### config.mk
export PLATFORM = sky130hd
export DESIGN_NAME = add32_check
export DESIGN_NICKNAME = d
export VERILOG_FILES = /design/src/rtl/add32_check.sv
export SDC_FILE = /design/constraint.sdc
export NUM_CORES = 1
export LEC_CHECK = 0
export CAP_MARGIN = 20
export CORE_MARGIN = 5
export CORE_UTILIZATION = 51
export DETAILED_ROUTE_END_ITERATION = 10
export PLACE_DENSITY = 0.78
export SLEW_MARGIN = 10
export SYNTH_ARGS = -nofsm -noshare
export SYNTH_HDL_FRONTEND = slang
export SYNTH_SLANG_ARGS = --single-unit
### constraint.sdc
create_clock -name m_clock -period 2.85 [get_ports m_clock]
set_clock_uncertainty 0.05 [all_clocks]
set_input_delay 0.7125 -clock m_clock [delete_from_list [all_inputs] [get_ports m_clock]]
set_output_delay 0.7125 -clock m_clock [all_outputs]
set_load 0.01 [all_outputs]
### src/rtl/add32_check.sv
// Result checker for the add32 adder: recomputes a+b+cin in a two-stage pipeline and keeps pass/error statistics.
// Defining ADD32_CHECK_DISPLAY_EN adds $display reporting of mismatches and of the final counts.
module add32_check #(
    parameter int IDXW = 12
) (
    input  logic            m_clock,
    input  logic            p_reset,
    input  logic            clear,
    input  logic            vld,
    input  logic            last,
    input  logic [IDXW-1:0] idx,
    input  logic [31:0]     a,
    input  logic [31:0]     b,
    input  logic            cin,
    input  logic [31:0]     sum,
    input  logic            cout,
    output logic            chk_vld,
    output logic            chk_ok,
    output logic [IDXW-1:0] pass_cnt,
    output logic [IDXW-1:0] err_cnt,
    output logic [IDXW-1:0] first_err_idx,
    output logic            first_err_seen,
    output logic            done
);

    typedef enum logic [1:0] {IDLE, RUN, DONE} state_t;

    localparam logic [IDXW-1:0] CNT_MAX = '1;

    state_t          state;
    logic            accept;
    logic            s1_vld;
    logic            s1_last;
    logic [IDXW-1:0] s1_idx;
    logic [31:0]     s1_sum;
    logic            s1_cout;
    logic [32:0]     s1_exp;
    logic            match;

    // Vectors arriving after the last result has been registered are ignored.
    assign accept = vld && !clear && (state != DONE);
    assign match  = ({s1_cout, s1_sum} == s1_exp);

    always_ff @(posedge m_clock or negedge p_reset) begin
        if (!p_reset) begin
            s1_vld  <= 1'b0;
            s1_last <= 1'b0;
            s1_idx  <= '0;
            s1_sum  <= '0;
            s1_cout <= 1'b0;
            s1_exp  <= '0;
        end else if (clear) begin
            s1_vld  <= 1'b0;
            s1_last <= 1'b0;
        end else begin
            s1_vld <= accept;
            if (accept) begin
                s1_last <= last;
                s1_idx  <= idx;
                s1_sum  <= sum;
                s1_cout <= cout;
                s1_exp  <= {1'b0, a} + {1'b0, b} + {32'd0, cin};
            end
        end
    end

    // An X on the adder outputs makes match unknown, which takes the fail branch.
    always_ff @(posedge m_clock or negedge p_reset) begin
        if (!p_reset) begin
            state          <= IDLE;
            chk_vld        <= 1'b0;
            chk_ok         <= 1'b0;
            pass_cnt       <= '0;
            err_cnt        <= '0;
            first_err_idx  <= '0;
            first_err_seen <= 1'b0;
            done           <= 1'b0;
        end else if (clear) begin
            state          <= IDLE;
            chk_vld        <= 1'b0;
            chk_ok         <= 1'b0;
            pass_cnt       <= '0;
            err_cnt        <= '0;
            first_err_idx  <= '0;
            first_err_seen <= 1'b0;
            done           <= 1'b0;
        end else begin
            chk_vld <= s1_vld;
            chk_ok  <= 1'b0;
            if (s1_vld) begin
                if (match) begin
                    chk_ok <= 1'b1;
                    if (pass_cnt != CNT_MAX)
                        pass_cnt <= pass_cnt + 1'b1;
                end else begin
                    if (err_cnt != CNT_MAX)
                        err_cnt <= err_cnt + 1'b1;
                    if (!first_err_seen) begin
                        first_err_idx  <= s1_idx;
                        first_err_seen <= 1'b1;
                    end
                end
            end
            case (state)
                IDLE: if (accept) state <= RUN;
                RUN: begin
                    if (s1_vld && s1_last) begin
                        state <= DONE;
                        done  <= 1'b1;
                    end
                end
                DONE:    state <= DONE;
                default: state <= IDLE;
            endcase
        end
    end

`ifdef ADD32_CHECK_DISPLAY_EN
    logic [31:0] s1_a;
    logic [31:0] s1_b;
    logic        s1_cin;
    logic        done_d;

    always_ff @(posedge m_clock or negedge p_reset) begin
        if (!p_reset) begin
            s1_a   <= '0;
            s1_b   <= '0;
            s1_cin <= 1'b0;
            done_d <= 1'b0;
        end else begin
            done_d <= done;
            if (accept) begin
                s1_a   <= a;
                s1_b   <= b;
                s1_cin <= cin;
            end
            if (!clear && s1_vld && !match)
                $display("add32_check: mismatch idx=%0d a=%h b=%h cin=%b got=%h exp=%h",
                         s1_idx, s1_a, s1_b, s1_cin, {s1_cout, s1_sum}, s1_exp);
            if (done && !done_d)
                $display("add32_check: done pass=%0d err=%0d", pass_cnt, err_cnt);
        end
    end
`endif

endmodule
==> key figures, run 1 <==
Run status
  – Status: finished, final reports clean

Worst setup path
  – Worst Path Arrival: roughly 3 ns
  – Setup CP Type: input port to register
  – Slowest-stage cell, CP: clkdlybuf4s50_1
  – Critical path buffer and inverter count: 1
  – Worst setup EP type: register
  – Critical path startpoint category: input port
  – Cells along the critical path: clkdlybuf4s50_1 > fa_2 > a21o_1 > a31o_1 > a311oi_4 > nor2_4 > a221oi_2 > xor2_1 > o21ai_0
  – Max FO, Critical Path: 3
  – Crit path largest cell delay: 0.46 ns
  – Top Family by Delay on Critical Path: compound AO/OA/AOI/OAI gates
  – Critical Path RT: between 3 and 4 ns

Routing
  – Pre-Repair DR Iteration Count: 6
  – Final wirelength: 18060 microns
  – DR vias: approximately 6400
  – Drt first-iter violations: 488
  – Post-route ant nets: 0
  – Wirelength per Cell: 14.99 microns
  – Drt drc: 0
  – Vias per inst: ~5.3

Yosys
  – Most used DFF post-synth: dfrtp_1
  – Syn. warnings: 0
  – Post-synthesis sequential area ratio: 0.4359
  – Seq cells post-synth: 122
  – Syn Std Cell Area: 0.007003 sq mm
  – Unique masters post-synth: 60
  – Synthesized Nets: 946
  – EDFF count, synth: 0
  – FFs w/ async S/R, synth: 1.000
  – Syn Inst Count: ~790
  – Syn Area/Cell: ~8.8 sq um

Placed design
  – Post-DP HPWL: 13480 microns
  – IO buf count: approximately 150
  – Placed Instance Area: 0.009256 sq mm
  – Placer Congestion: around 0.84
  – DP Worst Slack: -0.7890 ns

GRT
  – GRT Total Usage: 0.2230
  – Largest net degree at the start of global routing: 49
  – First-pass GRT wire length: ~30000 microns
  – Vias in the first global route: roughly 6000
  – Grt total ovfl: 0
  – Initial antenna violation count: 0

STA
  – Fin. Hold Viols: 0
  – Final worst-path cycle share: 0.9833
  – Worst slew pin tran: 0.6375 ns
  – Final WS setup: 0.04771 ns
  – Setup TNS: 0 ns
  – Final Setup Violations: 0
  – Fin crit period: 2.802 ns
  – Slew HR: 0.5725
  – Final Max Tran Viols: 0
  – Max Clock Freq: 0.3569 GHz

Finish
  – Fillers: 992
  – Multi-input logic area: 0.003876 sq mm
  – Fin area: between 0.009 and 0.01 sq mm
  – Antenna diode count: 0
  – Fin nets: 1169
  – Layout Utilization: 0.7483
  – FF+latch area: 0.003053 sq mm
  – Layout cells sized above 1: 0.1390
  – Synth-to-Final Area Change: 42.63%

Floorplan
  – Width of the die: 127.2 microns
  – Starting density of the core: 0.5247
  – Die area: 0.01617 sq mm
  – I/O pins: approximately 160
  – Row cnt: 42
  – Die height: approximately 130 microns
  – Core Box Area: 0.01335 sq mm

Clock network
  – Clock slew at reported path FFs: 0.05 ns
  – CTS Buf Count: 17
  – CTS tree: built
  – Clock root cell: clkbuf_16
  – Latest clock arrival within the worst-skew pair: 0.41 ns
  – Longest Clk Path Bufs: 2
  – CTS sink count: around 120
  – Hold Buf Count CTS: 0
  – H-tree levels: 4

Power
  – P per Cell Area: 643.2 mW/mm^2
  – Lkg Pwr: 4.613 nW
  – Peak supply drop: 0.0004327 V

Run
  – Max-Cap Viols: 0

Worst hold path
  – Worst hold path class: input port to asynchronous set/reset pin
## placed cells by master, fill, tap and decap left out, types with 3 or more instances in the layout
cell	n
a311oi_1	3
o21ai_0	30
buf_4	76
nor4_1	5
nor2_1	53
and3_1	11
bufinv_16	3
and2_1	3
inv_6	4
a21oi_1	44
a21o_1	12
and4_1	3
clkdlybuf4s50_1	150
clkinvlp_4	4
inv_1	14
o211ai_1	3
nor3_1	13
a211oi_1	3
nand2b_1	4
buf_12	3
dfrtp_1	122
clkbuf_16	17
xor2_1	17
mux2i_1	19
o21a_1	3
ha_1	35
o21ai_1	5
nand2_1	212
nand3_1	19
nor4_2	3
o2111ai_1	6
o31ai_1	4
nor2b_1	5
a31oi_1	7
xnor2_1	46
nand4_1	13
or4_1	3
## kinds of logic (layout without fill, tap and decap cells)
family / count (synthesis) / after routing / synth area share
compound gates: 148 / 148 / 0.1361
mux: 22 / 22 / 0.03198
flops: 122 / 122 / 0.4359
simple gates: 356 / 356 / 0.2221
buf+inv: 44 / 280 / 0.02501
fa+ha+maj: 38 / 38 / 0.07004
xor+xnor: 63 / 63 / 0.07879
## where the power goes
part           internal, mW  switching (mW)  leakage (nW)
Clock                  1.43           0.791         0.293
Combinational         0.887           0.884          2.75
Sequential             2.13           0.304          1.57
Total                  4.45            1.98          4.61
## cells in the mapped netlist, drive strengths merged, types with 12 or more instances
cell / instances / area (sq um)
nand2: 212 / 795.8
nor2: 55 / 209.0
dfrtp: 122 / 3053
ha: 36 / 450.4
a21o: 12 / 90.09
nand3: 20 / 105.1
inv: 15 / 56.30
mux2i: 19 / 190.2
a21oi: 45 / 225.2
xor2: 17 / 148.9
xnor2: 46 / 402.9
o21ai: 37 / 192.7
nor3: 14 / 70.07
clkbuf: 21 / 78.83
nand4: 13 / 81.33
## sequential cells by signal, summed over array words and instances, names as in the netlist
signal	flops
pass_cnt	12
done	1
state	2
first_err_idx	12
first_err_seen	1
s1_last	1
s1_exp	33
err_cnt	12
s1_cout	1
s1_vld	1
chk_vld	1
s1_idx	12
s1_sum	32
chk_ok	1
## layout make-up
class,count,share of cell area
inverters,15,0.005637
well taps,176,0.02205
multi-input cells,627,0.3881
flip-flops and latches,122,0.3056
clock inverters,13,0.01654
clock buffers,19,0.04535
repair buffers,233,0.2167
## final timing paths
| check | cells past startpoint | start | to | slack, ns |
|---|---|---|---|---|
| max | 9 | a[1] | s1_exp[18]$_DFFE_PN0P_ | 0.05 |
| min | 1 | p_reset | pass_cnt[3]$_DFFE_PN0P_ | 0.23 |
| max reg2reg | 7 | s1_exp[28]$_DFFE_PN0P_ | pass_cnt[10]$_DFFE_PN0P_ | 0.20 |
| min reg2reg | 2 | s1_idx[11]$_DFFE_PN0P_ | s1_idx[11]$_DFFE_PN0P_ | 0.42 |
| max in group asynchronous | 2 | p_reset | s1_exp[0]$_DFFE_PN0P_ | 1.90 |
| min in group m_clock | 2 | s1_idx[11]$_DFFE_PN0P_ | s1_idx[11]$_DFFE_PN0P_ | 0.42 |
## what timing repair did
action | CTS | global route
setup endpoints to repair | 18 | 13
resized for setup | 8 | 22
pin swaps | 7 | 14
buffers inserted | 2 | 2
## per-stage QoR
step / std cells / hold WS [ns] / total power, mW
after floorplan: 793 / 0.3669 / 3.442
after global placement: 1169 / 0.4070 / 4.096
after detailed placement: 1169 / 0.4117 / 4.169
after CTS: 1203 / 0.2361 / 6.428
after global routing: 1205 / 0.2688 / 6.766
final: 1205 / 0.2330 / 6.424
## layer usage
metal	vias to the layer above	wire length, microns	GRT usage
met2	185	8666	0.3636
met5	-	0	0
met3	22	887	0.03881
met4	0	355	0.08139
li1	3188	-	-
met1	3019	8148	0.3006
No activity file was read; power rests on OpenSTA's default activity.
==> run 2, diff against run 1 <==
--- a/config.mk
+++ b/config.mk
@@ -6,7 +6,7 @@
 export NUM_CORES = 1
 export LEC_CHECK = 0
 export CAP_MARGIN = 20
-export CORE_MARGIN = 5
+export CORE_MARGIN = 4
 export CORE_UTILIZATION = 51
 export DETAILED_ROUTE_END_ITERATION = 10
 export PLACE_DENSITY = 0.78
==> key figures, run 2 (synthesis results as in run 1) <==
Run status
  – Status: finished, final reports clean (unchanged)

STA
  – Final Max Tran Viols: 0 (unchanged)
  – Fin. Hold Viols: 0 (unchanged)
  – Final hold slack: 0.1697 ns (was 0.2330 ns)
  – Final Setup Violations: 0 (unchanged)
  – Final WS setup: 0.0001472 ns (was 0.04771 ns)
  – Setup TNS: 0 ns (unchanged)
  – Max Clock Freq: 0.3509 GHz (was 0.3569 GHz)
  – Final worst-path cycle share: 0.9999 (was 0.9833)
  – Fin crit period: 2.850 ns (was 2.802 ns)
  – Slew HR: 0.6149 (was 0.5725)
  – Worst slew pin tran: 0.5777 ns (was 0.6375 ns)
  – RSZ-0062 raised after global routing: yes

Worst hold path
  – Worst hold path class: input port to asynchronous set/reset pin (unchanged)

Routing
  – Pre-Repair DR Iteration Count: 5 (was 6)
  – Vias per inst: 5.365 (was 5.323)
  – Drt drc: 0 (unchanged)
  – Wirelength per Cell: 15.08 microns (was 14.99 microns)
  – Drt first-iter violations: 493 (was 488)
  – Final wirelength: 18230 microns (was 18060 microns)
  – DR vias: 6486 (was 6414)
  – Post-route ant nets: 0 (unchanged)

GRT
  – Largest net degree at the start of global routing: 79 (was 49)
  – Initial antenna violation count: 0 (unchanged)
  – GR peak layer: met2 (unchanged)
  – GR Util met1: 0.3026 (was 0.3006)
  – GRT Total Usage: 0.2322 (was 0.2230)
  – Vias in the first global route: 6425 (was 6169)
  – First-pass GRT wire length: 30150 microns (was 29230 microns)
  – Met3 usage: 0.04392 (was 0.03881)
  – GRT met2 Usage: 0.3913 (was 0.3636)
  – Grt total ovfl: 0 (unchanged)

Clock network
  – H-tree levels: 4 (unchanged)
  – Hold Buf Count CTS: 0 (unchanged)
  – Latest clock arrival within the worst-skew pair: 0.42 ns (was 0.41 ns)
  – CTS Buf Count: 17 (unchanged)
  – Clock root cell: clkbuf_16 (unchanged)
  – CTS sink count: 122 (unchanged)
  – Clock slew at reported path FFs: 0.05 ns (about the same)
  – Longest Clk Path Bufs: 2 (unchanged)
  – CTS tree: built (unchanged)

Run
  – Max-Cap Viols: 0 (unchanged)

Floorplan
  – Width of the die: 125.2 microns (was 127.2 microns)
  – Die height: 125.2 microns (was 127.2 microns)
  – Die area: 0.01567 sq mm (was 0.01617 sq mm)
  – Core Box Area: 0.01335 sq mm (unchanged)
  – Starting density of the core: 0.5247 (unchanged)
  – I/O pins: 155 (unchanged)
  – Row cnt: 42 (unchanged)

Worst setup path
  – Max FO, Critical Path: 3 (unchanged)
  – Cells along the critical path: buf_6 > fa_2 > fa_2 > a21o_1 > a31o_1 > a311oi_2 > nor2_2 > buf_4 > a221oi_2 > xor2_1 > o21ai_0 (was clkdlybuf4s50_1 > fa_2 > a21o_1 > a31o_1 > a311oi_4 > nor2_4 > a221oi_2 > xor2_1 > o21ai_0)
  – Critical path buffer and inverter count: 2 (was 1)
  – Worst setup EP type: register (unchanged)
  – Critical Path RT: 3.09 ns (was 3.07 ns)
  – Top Family by Delay on Critical Path: compound AO/OA/AOI/OAI gates (unchanged)
  – Crit path largest cell delay: 0.41 ns (was 0.46 ns)
  – Worst Path Arrival: 3.09 ns (was 3.02 ns)
  – Critical path startpoint category: input port (unchanged)
  – Setup CP Type: input port to register (unchanged)
  – Critical path's most frequent cell: fa_2
  – Slowest-stage cell, CP: fa_2 (was clkdlybuf4s50_1)

Finish
  – Largest register FFs: 33 (unchanged)
  – Reg with most FFs: s1_exp (unchanged)
  – Antenna diode count: 0 (unchanged)
  – Post-Layout Cell Count: 1209 (was 1205)
  – Layout cells sized above 1: 0.1394 (was 0.1390)
  – Fin nets: 1173 (was 1169)
  – Synth-to-Final Area Change: 42.63% (unchanged)
  – Commonest non-fill, non-tap cell in the layout: nand2_1 (unchanged)
  – Most frequent cells in the layout: 212 x nand2_1, 149 x clkdlybuf4s50_1, 122 x dfrtp_1 (was 212 x nand2_1, 150 x clkdlybuf4s50_1, 122 x dfrtp_1)
  – Largest regs: s1_exp: 33 flops, s1_sum: 32 flops (unchanged)

Placed design
  – Post-DP HPWL: 13440 microns (was 13480 microns)
  – DP Worst Slack: -0.7706 ns (was -0.7890 ns)
  – # placed instances: 1172 (was 1169)
  – Placer Congestion: 0.8539 (was 0.8392)
  – IO buf count: 154 (unchanged)

Power
  – Peak supply drop: 0.0004782 V (was 0.0004327 V)
  – Lkg Pwr: 4.634 nW (was 4.613 nW)
  – P per Cell Area: 652.2 mW/mm^2 (was 643.2 mW/mm^2)
==> run 2: cell types whose count changed in the layout (fill, tap and decap cells not counted), sizes merged <==
| cell | previous run | this run |
|---|---|---|
| buf | 81 | 87 |
| clkdlybuf4s50 | 150 | 149 |
| bufinv | 3 | 4 |
| dlygate4sd2 | 0 | 1 |
| clkbuf | 21 | 19 |
| inv | 19 | 18 |
==> run 2: path summary, 6_finish.rpt <==
| path | from | to | slack [ns] | cells after the start |
|---|---|---|---|---|
| min reg2reg | s1_idx[4]$_DFFE_PN0P_ | s1_idx[4]$_DFFE_PN0P_ | 0.42 | 2 |
| max | a[0] | s1_exp[18]$_DFFE_PN0P_ | 0.0001 | 11 |
| max reg2reg | s1_exp[28]$_DFFE_PN0P_ | pass_cnt[10]$_DFFE_PN0P_ | 0.26 | 7 |
| min | p_reset | pass_cnt[5]$_DFFE_PN0P_ | 0.17 | 1 |
| max in group asynchronous | p_reset | s1_exp[16]$_DFFE_PN0P_ | 1.86 | 2 |
| min in group m_clock | s1_idx[4]$_DFFE_PN0P_ | s1_idx[4]$_DFFE_PN0P_ | 0.42 | 2 |
==> run 2: final cells by class <==
| cell class | instances | area (sq um) |
|---|---|---|
| Sequential cell | 122 | 3053 |
| Inverter | 15 | 56.30 |
| Timing Repair Buffer | 237 | 2177 |
| Tap cell | 176 | 220.2 |
| Clock inverter | 13 | 190.2 |
| Clock buffer | 19 | 452.9 |
| Multi-Input combinational cell | 627 | 3839 |
| Fill cell | 1000 | 3359 |
==> run 2: stage by stage <==
step             util  cell area [sq um]  power [mW]
2_1_floorplan       -               7008       3.442
3_3_place_gp   0.6942               9266       4.094
3_5_place_dp   0.6942               9266       4.169
4_1_cts        0.7451               9946       6.533
5_1_grt        0.7483               9988       6.859
6_report       0.7483               9988       6.514
==> run 2: where the power goes <==
group	total [mW]	internal, mW	switching (mW)	leakage (nW)
Clock	2.31	1.52	0.797	0.303
Sequential	2.45	2.13	0.314	1.57
Combinational	1.76	0.880	0.876	2.76
==> run 2: metal layers <==
layer | vias up | share of wire
li1 | 3202 | -
met1 | 3065 | 0.44
met2 | 189 | 0.49
met3 | 30 | 0.048
met4 | 0 | 0.021
met5 | - | 0
==> run 2: timing repair <==
action / 4_1_cts / 5_1_grt
setup endpoints to repair: 19 / 7
setup buffers: 2 / 3
cloned: 0 / 0
pin swaps: 13 / 11
gates resized for setup: 19 / 6
==> run 3, diff against run 2 <==
--- a/config.mk
+++ b/config.mk
@@ -7,9 +7,9 @@
 export LEC_CHECK = 0
 export CAP_MARGIN = 20
 export CORE_MARGIN = 4
-export CORE_UTILIZATION = 51
+export CORE_UTILIZATION = 46
 export DETAILED_ROUTE_END_ITERATION = 10
-export PLACE_DENSITY = 0.78
+export PLACE_DENSITY = 0.74
 export SLEW_MARGIN = 10
 export SYNTH_ARGS = -nofsm -noshare
 export SYNTH_HDL_FRONTEND = slang
==> constraint.sdc (replaced) <==
create_clock -name m_clock -period 2.6 [get_ports m_clock]
set_clock_uncertainty 0.05 [all_clocks]
set_input_delay 0.65 -clock m_clock [delete_from_list [all_inputs] [get_ports m_clock]]
set_output_delay 0.65 -clock m_clock [all_outputs]
set_load 0.01 [all_outputs]
==> key figures, run 3 (synthesis results as in run 1) <==
Floorplan
  – Die height: 131.4 microns (was 125.2 microns)
  – Width of the die: 131.4 microns (was 125.2 microns)
  – Starting density of the core: 0.4764 (was 0.5247)
  – Row cnt: 44 (was 42)
  – Core Box Area: 0.01470 sq mm (was 0.01335 sq mm)
  – I/O pins: 155 (unchanged)
  – Die area: 0.01726 sq mm (was 0.01567 sq mm)

Worst setup path
  – Worst Path Arrival: 2.95 ns (was 3.09 ns)
  – Max FO, Critical Path: 3 (unchanged)
  – Critical path startpoint category: input port (unchanged)
  – Worst setup EP type: register (unchanged)
  – Setup CP Type: input port to register (unchanged)
  – Critical Path RT: 2.89 ns (was 3.09 ns)

Clock network
  – Latest clock arrival within the worst-skew pair: 0.41 ns (was 0.42 ns)
  – Clock root cell: clkbuf_16 (unchanged)
  – H-tree levels: 4 (unchanged)
  – CTS Buf Count: 17 (unchanged)
  – CTS sink count: 122 (unchanged)
  – CTS tree: built (unchanged)
  – Clock slew at reported path FFs: 0.05 ns (about the same)
  – Hold Buf Count CTS: 0 (unchanged)
  – Longest Clk Path Bufs: 2 (unchanged)

STA
  – Final Setup Violations: 5 (was 0)
  – Fin. Hold Viols: 0 (unchanged)
  – Final hold slack: 0.2778 ns (was 0.1697 ns)
  – Fin crit period: 2.659 ns
  – Worst slew pin tran: 0.6390 ns (was 0.5777 ns)
  – Slew HR: 0.5740 (was 0.6149)
  – RSZ-0062 raised after global routing: yes (unchanged)
  – Final worst-path cycle share: 1.023
  – Setup TNS: -0.1912 ns (was 0 ns)
  – Final Max Tran Viols: 0 (unchanged)
  – Max Clock Freq: around 0.38 GHz
  – Final WS setup: -0.05934 ns (was 0.0001472 ns)

Finish
  – Reg with most FFs: s1_exp (unchanged)
  – Most frequent cells in the layout: 211 x nand2_1, 143 x clkdlybuf4s50_1, 122 x dfrtp_1 (was 212 x nand2_1, 149 x clkdlybuf4s50_1, 122 x dfrtp_1)
  – Fillers: 1083 (was 1000)
  – Synth-to-Final Area Change: 48.81% (was 42.63%)
  – Fin nets: 1189 (was 1173)
  – Commonest non-fill, non-tap cell in the layout: nand2_1 (unchanged)
  – Largest regs: s1_exp: 33 flops, s1_sum: 32 flops (unchanged)
  – Antenna diode count: 0 (unchanged)
  – Largest register FFs: 33 (unchanged)
  – Layout cells sized above 1: 0.1754 (was 0.1394)

Routing
  – DR vias: 6588 (was 6486)
  – Drt first-iter violations: 417 (was 493)
  – Post-route ant nets: 0 (unchanged)
  – Wirelength per Cell: 14.90 microns (was 15.08 microns)
  – Drt drc: 0 (unchanged)
  – Vias per inst: 5.343 (was 5.365)
  – Pre-Repair DR Iteration Count: 6 (was 5)
  – Final wirelength: 18380 microns (was 18230 microns)

Worst hold path
  – Worst hold path class: input port to asynchronous set/reset pin (unchanged)

Power
  – P per Cell Area: 704.0 mW/mm^2 (was 652.2 mW/mm^2)
  – Peak supply drop: 0.0004888 V (was 0.0004782 V)
  – Lkg Pwr: 4.850 nW (was 4.634 nW)

Run status
  – Status: complete, but fails checks (was finished, final reports clean)
  – Violated checks: negative setup slack

GRT
  – Initial antenna violation count: 0 (unchanged)
  – GRT Total Usage: 0.2088 (was 0.2322)
  – Largest net degree at the start of global routing: 123 (was 79)
  – Vias in the first global route: 6388 (was 6425)
  – First-pass GRT wire length: 30130 microns (was 30150 microns)
  – Grt total ovfl: 0 (unchanged)

Placed design
  – Post-DP HPWL: 13330 microns (was 13440 microns)
  – Placer Congestion: 0.8741 (was 0.8539)
  – IO buf count: 154 (unchanged)

Run
  – Max-Cap Viols: 0 (unchanged)
run 3: cell types whose count changed in the layout (fill, tap and decap cells not counted), moves of 5 or more:
cell | previous run | this run
buf_4 | 82 | 96
dlymetal6s2s_1 | 0 | 5
o21ai_1 | 4 | 10
o21ai_0 | 31 | 24
clkdlybuf4s50_1 | 149 | 143
ha_1 | 36 | 29
ha_4 | 0 | 7
run 3: layer usage:
| metal | global-route usage | wire, microns | vias to the layer above |
|---|---|---|---|
| met1 | 0.2826 | 8418 | 3145 |
| met3 | 0.04090 | 1062 | 9 |
| li1 | - | - | 3240 |
| met4 | 0.05018 | 117 | 0 |
| met2 | 0.3491 | 8776 | 194 |
| met5 | 0 | 0 | - |
run 3: area by class of cell:
cell class	instances	area (sq um)	area share
multi-input combinational	627	4086	0.3921
sequential	122	3053	0.2930
timing repair buffer	253	2333	0.2239
clock buffer	21	470.5	0.04514
tap	184	230.2	0.02209
clock inverter	11	191.4	0.01837
inverter	15	56.30	0.005403
run 3: repair_timing:
item / 4_1_cts / 5_1_grt
resized for setup: 28 / 45
setup buffers: 1 / 2
endpoints found under the setup margin: 24 / 22
pin swaps: 10 / 15
run 3: worst max-delay path, cell delays in order:
cell,delay [ns]
buf_6,0.09
fa_2,0.39
fa_2,0.36
a21o_1,0.20
a31o_1,0.23
a311oi_4,0.31
nor2_2,0.12
a41oi_2,0.17
buf_4,0.16
o2111a_1,0.18
a221o_1,0.10
run 3: worst paths after layout:
path	cells after the start	from	end	slack, ns
max in group asynchronous	2	p_reset	s1_exp[27]$_DFFE_PN0P_	1.74
hold / removal	2	p_reset	pass_cnt[3]$_DFFE_PN0P_	0.28
hold reg to reg	2	s1_idx[0]$_DFFE_PN0P_	s1_idx[0]$_DFFE_PN0P_	0.42
min in group m_clock	2	s1_idx[0]$_DFFE_PN0P_	s1_idx[0]$_DFFE_PN0P_	0.42
setup / recovery	11	a[0]	s1_exp[22]$_DFFE_PN0P_	-0.06
setup reg to reg	8	s1_exp[28]$_DFFE_PN0P_	pass_cnt[11]$_DFFE_PN0P_	0.16
run 3: power by group:
group	switching, mW	internal, mW	total, mW
registers	0.340	2.34	2.68
clock network	0.830	1.78	2.61
logic	1.00	1.05	2.05
run 3: per-stage QoR:
| stage | utilization | power, mW | std cells | setup slack (ns) | instance area [sq um] |
|---|---|---|---|---|---|
| final | 0.7090 | 7.336 | 1233 | -0.05934 | 10420 |
| after global routing | 0.7090 | 7.731 | 1233 | -0.1162 | 10420 |
| after CTS | 0.6911 | 7.298 | 1231 | -0.03968 | 10160 |
| after detailed placement | 0.6420 | 4.640 | 1198 | -0.9384 | 9437 |
| after global placement | 0.6420 | 4.564 | 1198 | -0.8912 | 9437 |
| after floorplan | - | 3.773 | 793 | -0.3281 | 7008 |
==> RTL change: new RTL, config.mk and constraints of run 2 <==
`IDXW`: 12 -> 13.
--- a/src/rtl/add32_check.sv
+++ b/src/rtl/add32_check.sv
@@ -2,5 +2,5 @@
 // Defining ADD32_CHECK_DISPLAY_EN adds $display reporting of mismatches and of the final counts.
 module add32_check #(
-    parameter int IDXW = 12
+    parameter int IDXW = 13
 ) (
     input  logic            m_clock,
Interface: changed (resized err_cnt, first_err_idx, idx and pass_cnt); port bits go from 155 to 159. No check against the original RTL was run, so the function may have changed too.
==> RTL change against run 2 <==
The flow now finishes with violations (negative setup slack). Wire length is 5.6% higher. Largest cell class unchanged. Global-route usage grew 1.1 points. Final area is 5.5% higher. Total power grew 3.6%. Synthesized area up 1.6%. Worst setup slack got worse by 0.18 ns. Sequential cell count increased by 4.
==> RTL change: results (changes against run 2) <==
.. list-table::
   :header-rows: 1

   * - Metric
     - Value
   * - Total length of routed met2 wires
     - 9650 um (was 8950 um)
   * - Worst setup slack after layout
     - -0.181 ns (was 0.000147 ns)
   * - End point of the critical path
     - s1_exp[24]$_DFFE_PN0P_ (was s1_exp[18]$_DFFE_PN0P_)
   * - Worst voltage drop across the vdd grid
     - 0.000432 V (was 0.000478 V)
   * - Worst endpoint data arrival time
     - 3.32 ns (was 3.09 ns)
   * - Failing checks
     - negative setup slack
   * - Initial DRC Count
     - 435 (was 493)
   * - Met2 Use GR
     - 41.6% (was 39.1%)
   * - Per-cell routed wire length
     - 15.6 um (was 15.1 um)
   * - Run status
     - finished, violations left (was complete, no violations)
   * - Largest cells by area after synthesis
     - sky130_fd_sc_hd__dfrtp_1, sky130_fd_sc_hd__nand2_1, sky130_fd_sc_hd__xnor2_1 (was sky130_fd_sc_hd__dfrtp_1, sky130_fd_sc_hd__nand2_1, sky130_fd_sc_hd__ha_1)
   * - R2R cell count
     - 8 (was 7)
   * - Met3 Track Usage GR
     - 4.91% (was 4.39%)
   * - Half-perimeter wire length after detailed placement
     - 13,800 um (was 13,400 um)
   * - Area after DPL
     - 9550 um^2 (was 9270 um^2)
   * - Fraction of final layout cells sized beyond drive strength 1
     - 17.1% (was 13.9%)
   * - Crit path launch
     - cin (was a[0])
   * - Largest driver fanout on the critical path
     - 5 (was 3)
   * - Setup violators final
     - 12 (was 0)
   * - Final setup TNS
     - -1.29 ns (was 0 ns)
   * - Commonest cells post-synth
     - sky130_fd_sc_hd__nand2_1, sky130_fd_sc_hd__dfrtp_1, sky130_fd_sc_hd__xnor2_1, sky130_fd_sc_hd__o21ai_0, sky130_fd_sc_hd__nor2_1 (was sky130_fd_sc_hd__nand2_1, sky130_fd_sc_hd__dfrtp_1, sky130_fd_sc_hd__nor2_1, sky130_fd_sc_hd__xnor2_1, sky130_fd_sc_hd__a21oi_1)
   * - Setup WS pre-CTS
     - -1.02 ns (was -0.771 ns)
   * - Multi-input gate area in the final layout
     - 4090 um^2 (was 3840 um^2)
   * - Netlist cell types
     - 51 (was 60)
   * - Measured slew at the worst slew-check pin
     - 0.544 ns (was 0.578 ns)
   * - R2r setup slk
     - 0.24 ns (was 0.26 ns)
   * - Critical register-to-register path startpoint
     - s1_exp[31]$_DFFE_PN0P_ (was s1_exp[28]$_DFFE_PN0P_)
   * - Register area share after synthesis
     - 44.3% (was 43.6%)
RTL change: final cells by class:
type,count,share of cell area (%)
Multi-Input combinational cell,624,38.7
Inverter,19,0.676
Tap cell,176,2.09
Clock inverter,12,1.82
Timing Repair Buffer,253,22.5
Clock buffer,20,4.24
Sequential cell,126,29.9
RTL change: power by group:
part | internal (mW) | switching [mW]
registers | 2.20 | 0.312
logic | 0.962 | 0.958
clock network | 1.57 | 0.755
RTL change: cells by family after synthesis:
group,count (synthesis),share of synthesized area (%)
AO/OA/AOI/OAI,151,13.0
multiplexers,16,2.29
adder cells (fa/ha/maj),38,6.89
XOR/XNOR,76,9.35
flip-flops,126,44.3
buffers and inverters,54,2.95
AND/OR/NAND/NOR,343,21.2
RTL change: repair_timing:
item                                    CTS  global route
hold endpoints to repair                  0             0
gates cloned                              0             0
endpoints found under the setup margin   21            27
pin swaps                                22            21
setup buffers                             4             4
gates resized for setup                  58            43
